### src/rtl/capture_sequencer.sv
// Trigger-driven capture controller: circular buffer with pre-trigger history,
// then streams the frame out over a valid/ready port.
module capture_sequencer #(
    parameter int DW  = 8,
    parameter int AW  = 8,
    parameter int PRE = 64
) (
    input  logic          Fg_CLK,
    input  logic          RESETn,
    input  logic          Ready,
    input  logic          Enable,
    input  logic [3:0]    Mode,
    input  logic [DW-1:0] Sample,
    input  logic          Arm,
    input  logic          Abort,
    input  logic          ForceTrig,
    input  logic [DW-1:0] TrigLevel,
    input  logic          TrigSlope,
    output logic          Out_Valid,
    input  logic          Out_Ready,
    output logic [DW-1:0] Out_Data,
    output logic          Out_Last,
    output logic          Busy,
    output logic          Done,
    output logic          Err,
    output logic [2:0]    State,
    output logic [AW-1:0] Trig_Addr
);
    // state     | meaning
    // IDLE      | waiting for Arm with Ready high
    // PREFILL   | collecting the first PRE history samples
    // WAIT_TRIG | writing continuously, evaluating the trigger on each Enable
    // POST      | collecting the post-trigger samples
    // READOUT   | streaming DEPTH words starting at the frame start
    typedef enum logic [2:0] {
        S_IDLE      = 3'd0,
        S_PREFILL   = 3'd1,
        S_WAIT_TRIG = 3'd2,
        S_POST      = 3'd3,
        S_READOUT   = 3'd4
    } state_t;

    localparam int DEPTH = 2 ** AW;
    localparam logic [AW:0]   PRE_M1  = (AW+1)'(PRE - 1);
    localparam logic [AW:0]   POST_M1 = (AW+1)'(DEPTH - PRE - 1);
    localparam logic [AW-1:0] PRE_A   = AW'(PRE);

    state_t        state, state_next;
    logic [DW-1:0] mem [DEPTH];
    logic [AW-1:0] wr_ptr, rd_ptr, rd_cnt, start, trig_start;
    logic [AW:0]   fill, post;
    logic [3:0]    mode_lat;
    logic [DW-1:0] prev;
    logic          force_pend;
    logic          capturing, mode_err, trig_hit, trig_take, write_en, last_xfer;

    assign capturing  = (state == S_PREFILL) || (state == S_WAIT_TRIG) || (state == S_POST);
    assign mode_err   = capturing && (Mode != mode_lat);
    assign trig_hit   = (state == S_WAIT_TRIG) && Enable &&
                        (force_pend ||
                         ( TrigSlope && (prev < TrigLevel) && (Sample >= TrigLevel)) ||
                         (!TrigSlope && (prev > TrigLevel) && (Sample <= TrigLevel)));
    assign trig_take  = trig_hit && !Abort && !mode_err;
    assign write_en   = capturing && Enable && !Abort && !mode_err;
    assign last_xfer  = (state == S_READOUT) && Out_Valid && Out_Ready && Out_Last;
    assign trig_start = wr_ptr - PRE_A;

    always_ff @(posedge Fg_CLK or negedge RESETn) begin
        if (!RESETn) state <= S_IDLE;
        else         state <= state_next;
    end

    always_comb begin
        state_next = state;
        if (Abort) begin
            state_next = S_IDLE;
        end else if (mode_err) begin
            state_next = S_IDLE;
        end else begin
            case (state)
                S_IDLE:      if (Arm && Ready) state_next = S_PREFILL;
                S_PREFILL:   if (Enable && fill == PRE_M1) state_next = S_WAIT_TRIG;
                // with PRE = DEPTH-1 the trigger sample alone completes the frame
                S_WAIT_TRIG: if (trig_hit) state_next = (DEPTH - PRE == 1) ? S_READOUT : S_POST;
                S_POST:      if (Enable && post == POST_M1) state_next = S_READOUT;
                S_READOUT:   if (last_xfer) state_next = S_IDLE;
                default:     state_next = S_IDLE;
            endcase
        end
    end

    always_comb begin
        Busy  = (state != S_IDLE);
        State = state;
    end

    always_ff @(posedge Fg_CLK) begin
        if (write_en) mem[wr_ptr] <= Sample;
    end

    always_ff @(posedge Fg_CLK or negedge RESETn) begin
        if (!RESETn) begin
            wr_ptr     <= '0;
            rd_ptr     <= '0;
            rd_cnt     <= '0;
            start      <= '0;
            fill       <= '0;
            post       <= '0;
            mode_lat   <= '0;
            prev       <= '0;
            force_pend <= 1'b0;
            Trig_Addr  <= '0;
            Out_Valid  <= 1'b0;
            Out_Data   <= '0;
            Out_Last   <= 1'b0;
            Done       <= 1'b0;
            Err        <= 1'b0;
        end else begin
            Done <= 1'b0;
            Err  <= mode_err && !Abort;

            if (write_en) begin
                wr_ptr <= wr_ptr + 1'b1;
                prev   <= Sample;
            end
            if (state == S_IDLE && state_next == S_PREFILL) begin
                wr_ptr   <= '0;
                fill     <= '0;
                mode_lat <= Mode;
            end
            if (state == S_PREFILL && write_en) fill <= fill + 1'b1;
            if (state == S_POST && write_en)    post <= post + 1'b1;

            if (state_next == S_IDLE || trig_take)  force_pend <= 1'b0;
            else if (capturing && ForceTrig)        force_pend <= 1'b1;

            if (trig_take) begin
                Trig_Addr <= wr_ptr;
                start     <= trig_start;
                post      <= (AW+1)'(1);
            end

            if (state != S_READOUT && state_next == S_READOUT) begin
                rd_ptr    <= (state == S_WAIT_TRIG) ? trig_start : start;
                rd_cnt    <= '0;
                Out_Valid <= 1'b0;
            end

            // output word is registered; it only advances when empty or accepted
            if (state == S_READOUT && !Abort) begin
                if (last_xfer) begin
                    Out_Valid <= 1'b0;
                    Out_Last  <= 1'b0;
                    Done      <= 1'b1;
                end else if (!Out_Valid || Out_Ready) begin
                    Out_Data  <= mem[rd_ptr];
                    Out_Valid <= 1'b1;
                    Out_Last  <= &rd_cnt;
                    rd_ptr    <= rd_ptr + 1'b1;
                    rd_cnt    <= rd_cnt + 1'b1;
                end
            end

            if (Abort) begin
                Out_Valid <= 1'b0;
                Out_Last  <= 1'b0;
            end
        end
    end
endmodule

### config.mk
export PLATFORM = sky130hd
export DESIGN_NAME = capture_sequencer
export DESIGN_NICKNAME = d
export VERILOG_FILES = /design/src/rtl/capture_sequencer.sv
export SDC_FILE = /design/constraint.sdc
export NUM_CORES = 2
export LEC_CHECK = 0
export CORE_UTILIZATION = 24
export DETAILED_ROUTE_END_ITERATION = 8
export SKIP_CTS_REPAIR_TIMING = 1
export SLEW_MARGIN = 20
export SYNTH_ARGS = -nofsm -noshare
export SYNTH_HDL_FRONTEND = slang
export SYNTH_SLANG_ARGS = --single-unit
### constraint.sdc
create_clock -name Fg_CLK -period 4.62 [get_ports Fg_CLK]
set_clock_uncertainty 0.15 [all_clocks]
set_input_delay 0.924 -clock Fg_CLK [delete_from_list [all_inputs] [get_ports Fg_CLK]]
set_output_delay 0.924 -clock Fg_CLK [all_outputs]
set_load 0.05 [all_outputs]
* After elaboration in Yosys (flattened, before gate mapping) *
Memories as Yosys holds them, arrays and structs flattened. A register that Yosys moved wholly into a read port is not among the register bits.
Index checks and enable logic that the tools add are counted.

cells by class
  $add $sub $neg = 6
  multiply operators = 0
  divide/modulo/power cells = 0
  $lt $le $gt $ge = 4
  equality and inequality tests = 10
  shift operators = 0
  mux-type cells = 38
  bitwise logic cells = 1
  reduce and logical (&&, ||, !) cells = 48

operator list
  operator                                                            number
  8-bit two-way mux                                                   11
  9-bit two-way mux                                                   4
  1-bit logical AND                                                   25
  8-bit by 1-bit adder with 8-bit output, second input constant       3
  3-bit two-way mux                                                   7
  9-bit by 1-bit adder with 9-bit output, second input constant       2
  1-bit two-way mux                                                   15
  3-bit case mux with 5 select lines                                  1
  2-bit nonzero test                                                  5
  9-bit by 6-bit == test with 1-bit output, second input constant     1
  9-bit by 8-bit == test with 1-bit output, second input constant     1
  8-bit greater-or-equal comparator                                   1
  8-bit greater-than comparator                                       1
  8-bit less-or-equal comparator                                      1
  8-bit < comparator                                                  1
  8-bit AND reduction                                                 1
  8-bit by 7-bit subtractor with 8-bit output, second input constant  1
  3-bit by 1-bit == test with 1-bit output, second input constant     2
  3-bit by 2-bit == test with 1-bit output, second input constant     2
  3-bit == test, second input constant                                2
  3-bit zero test                                                     2
  1-bit logical OR                                                    6
  3-bit nonzero test                                                  2
  1-bit zero test                                                     5
  other kinds (5)                                                     5

storage, ports and cells
  bits in registers = 78
  latch bits = 0
  RAM bits = 2048
  memory bits (read-only) = 0
  output and inout bits = 24
  logic and storage cells = 123
  memories kept = 1

memories
  memory  depth  bits a word  rd ports  clocked after Yosys merged registers in  write ports  line  RTL
  mem     256    8            1         1                                        1            49    logic [DW-1:0] mem [DEPTH];

* Longest topological paths before layout *
  depth after elaboration = 17
  depth in mapped cells = 12
  mapped depth without buffers = 9

* Least setup slack after synthesis *
Ideal clock, no wire load.

  path type = in2reg
  from = input TrigLevel[1]
  to = register Trig_Addr[0]
  library setup time = 125 ps
  arrival = 3138 ps
  path slack = 1207 ps
  stages on the path = 10
  cell sequence = inv_1 -> ha_1 -> nor2b_1 -> o211ai_1 -> a21oi_1 -> or3b_2 -> o221ai_1 -> nor4bb_1 -> buf_2 -> mux2_2

on the way
  cells in the longest elaborated chain, start to end = 8
  elaborated cells between the ends (all ways) = 13

ends and longest elaborated chain
  element                              line  RTL
  start: declaration                   17    input logic [DW-1:0] TrigLevel,
  8-bit < comparator                   61    ( TrigSlope && (prev < TrigLevel) && (Sample >= TrigLevel)) ||
  1-bit logical AND (2 in series)      61
  1-bit logical OR                     60    (force_pend ||
  1-bit logical OR (*)                 61
  1-bit logical AND (*)                59    assign trig_hit = (state == S_WAIT_TRIG) && Enable &&
  1-bit logical AND (*) (2 in series)  63    assign trig_take = trig_hit && !Abort && !mode_err;
  end signal: assignment               138   Trig_Addr <= wr_ptr;
  end: declaration                     27    output logic [AW-1:0] Trig_Addr

Mark *: on every way between the ends. The rest lies on a longest branch, timed or not.
A chain may end at the register's enable or synchronous reset.

==> Flow_metrics.wiki <==
{| class="wikitable"
! Metric !! Value
|-
| Number of vias after detailed routing || 42.5k
|-
| Clock buffers created by TritonCTS || 209
|-
| Area of the die || between 300000 and 400000 sq um
|-
| Worst Setup Start Kind || flip-flop
|-
| DRT Pass-1 Iters || 6
|-
| Setup slack of the most critical reg-to-reg path || 780 ps
|-
| Unrepaired setup endpoints after global routing || false
|-
| Max VDD drop || about 0.35 mV
|-
| Critical path type || reg -> reg
|-
| Area of the mapped netlist || 83700 sq um
|-
| Worst rel slew slack || 0.300
|-
| Final global-route overflow total || 0
|-
| DIE HEIGHT || 593 microns
|-
| Worst-case clock buffer depth || 3
|-
| Floorplan Core Area || between 300000 and 400000 sq um
|-
| Number of cells traversed by the worst register-to-register path || 8
|-
| Pin count of the biggest net entering global routing || 159
|-
| Fmax || 0.261 GHz
|-
| Placer congestion estimate || 0.852
|-
| HPWL after DPL || around 130000 microns
|-
| Layout overhead on the synthesized area || 17.5%
|-
| Count of clock tree sinks || 2128
|-
| Worst-Margin Slew || 1040 ps
|-
| Level count of the clock H-tree || 4
|-
| Power density relative to cell area || 400 nW/um^2
|-
| Launch instance of the worst register-to-register path || rd_ptr[0]$_DFF_PN0_
|-
| Final Net Count || around 4.6k
|-
| Number of storage elements in the synthesis netlist || about 2.1k
|-
| Fill cell instance count of the final layout || 33.9k
|-
| Nature of the critical path endpoint || flip-flop
|-
| Setup violations, final || 0
|-
| Proportion of layout cells with a drive suffix above 1 || 0.245
|-
| Tmin final || 3840 ps
|-
| Source of the critical timing path || rd_ptr[0]$_DFF_PN0_
|-
| Most used cells in the layout excluding fill and tap cells || edfxtp_1 (2048), mux4_2 (451), buf_4 (336)
|-
| DRC violations left || 0
|-
| TritonCTS clock tree || done
|-
| Synthesized netlist cell count || roughly 4.2k
|-
| EDFF count, synth || 2048
|-
| Max-cap viol count || 0
|-
| Overall track demand over capacity in global routing || 0.119
|-
| Share of the yosys chip area belonging to registers || 0.759
|-
| Most common cell after layout, fill and taps aside || edfxtp_1
|-
| Leakage power || about 30 nW
|-
| Layout Utilization || 0.284
|-
| Global-route wire length before repair || 308000 microns
|-
| Number of global-route vias before repair || 43.0k
|-
| Number of nets in the synthesized netlist || 4240
|-
| Peak fanout along the critical path || 32
|-
| Setup total negative slack || 0 ps
|-
| Initial cell density of the core || 0.241
|-
| Hold WC Path Type || in -> async
|-
| Worst endpoint required time || 5200 ps
|-
| Count of nets left with antenna violations after detail routing || 0
|-
| Skew-Pair Late Insertion Delay || 860 ps
|-
| Proportion of synthesized flip-flops having asynchronous set or reset || 0.0376
|-
| Die outline width || 593 microns
|-
| Count of pins over their slew limit || 0
|-
| Root Buffer Master || clkbuf_16
|-
| Syn Area/Cell || 20.0 sq um
|-
| Total detailed-routing wirelength || 213000 microns
|-
| DR WL/cell || between 20 and 25 microns
|-
| Most instantiated flip-flop cell in the synthesis netlist || edfxtp_1
|-
| Worst hold slack across all endpoints || 15.4 ps
|-
| Post-route clock period utilization || 0.830
|-
| Via count normalized by instance count || around 4.6
|-
| YS warnings || 0
|-
| IO Port Bufs || between 50 and 60
|-
| Initial drt markers || 4884
|-
| Clock edge transition at the registers on the reported setup and hold paths || 60 ps
|-
| Cell variety after synth || 62
|-
| Initial antenna violation count || 11
|-
| Final hold violation count || 0
|-
| Outcome || finished clean
|-
| Top-Level Pins || 53
|-
| Terminus of the critical flop-to-flop path || Out_Data[5]$_DFFE_PN0P_
|-
| WP data arrival || 4420 ps
|-
| FP Rows || 216
|}
==> kinds of logic (layout without fill, tap and decap cells) <==
family / Yosys count / in the layout / synth area share
simple gates: 656 / 656 / 0.0362
flops: 2128 / 2128 / 0.759
xor+xnor: 21 / 21 / 0.00220
buf+inv: 275 / 817 / 0.0184
fa+ha+maj: 28 / 28 / 0.00419
mux: 685 / 685 / 0.150
other cells: 0 / 2 / 0
compound gates: 390 / 390 / 0.0309
==> worst max-delay path by stage <==
| stage | to | slack, ps | cells past startpoint |
|---|---|---|---|
| after floorplan | Trig_Addr[0]$_DFFE_PN0P_ | 1210 | 10 |
| after global routing | Out_Data[1]$_DFFE_PN0P_ | 770 | 7 |
| after global placement | Trig_Addr[0]$_DFFE_PN0P_ | 410 | 11 |
| final | Out_Data[5]$_DFFE_PN0P_ | 780 | 8 |
| after detailed placement | Trig_Addr[2]$_DFFE_PN0P_ | 390 | 11 |
| after CTS | Out_Data[5]$_DFFE_PN0P_ | 830 | 8 |
==> synth_stat cells, types with 35 or more instances <==
cell / instances / area, sq um
nand3_1: 43 / 215
nor3_1: 44 / 220
o22ai_1: 108 / 676
clkbuf_1: 101 / 379
edfxtp_1: 2048 / 61500
mux2i_1: 214 / 2140
nand2_1: 110 / 413
mux4_2: 451 / 10200
a21oi_1: 56 / 280
dfrtp_1: 80 / 2000
nor2_1: 319 / 1200
a211oi_1: 36 / 270
o221ai_1: 35 / 307
o21ai_0: 70 / 350
buf_2: 69 / 345
==> where the power goes <==
group / switching (mW) / total, mW / internal, mW
registers: 0.0439 / 21.2 / 21.2
clock network: 7.26 / 16.7 / 9.44
logic: 0.945 / 1.45 / 0.503
total: 8.25 / 39.4 / 31.1
==> worst max-delay path, stage by stage (launching register included) <==
cell and delay [ps]:
dfrtp_4 810, buf_12 360, buf_12 250, mux4_2 560, o22ai_1 190, o21ai_0 240, a21oi_1 720, nor4_1 100
a221o_1 280
==> routing by layer <==
layer	vias up	GRT usage	part of all wire
met5	-	0	0.000089
met4	2	0.0336	0.025
met3	286	0.0247	0.080
met2	1721	0.188	0.47
met1	22500	0.166	0.43
li1	18000	-	-
==> registers in the layout, indices dropped and copies added (netlist names) <==
signal      cells
Done            1
Err             1
Out_Data        8
Out_Last        1
Out_Valid       1
State           3
Trig_Addr       8
fill            9
force_pend      1
mem          2048
mode_lat        4
post            9
prev            8
rd_cnt          8
rd_ptr          8
start           2
wr_ptr          8
==> layout make-up <==
type	count	area, sq um	area share
Inverter	26	100	0.00102
Timing Repair Buffer	412	3570	0.0363
Antenna cell	2	5.00	0.0000509
Sequential cell	2128	63500	0.646
Tap cell	4578	5730	0.0583
Clock inverter	124	1220	0.0125
Multi-Input combinational cell	1780	18700	0.190
Clock buffer	255	5480	0.0557
==> stage by stage <==
step / setup WS (ps) / area [sq um] / total power [mW] / std cells
after floorplan: 1210 / 83700 / 22.3 / 4183
after global placement: 411 / 91600 / 23.1 / 8924
after detailed placement: 393 / 91600 / 23.1 / 8924
after CTS: 833 / 98300 / 39.7 / 9303
after global routing: 770 / 98300 / 40.4 / 9303
final: 785 / 98300 / 39.4 / 9305
(Power assumes the default switching activity.)
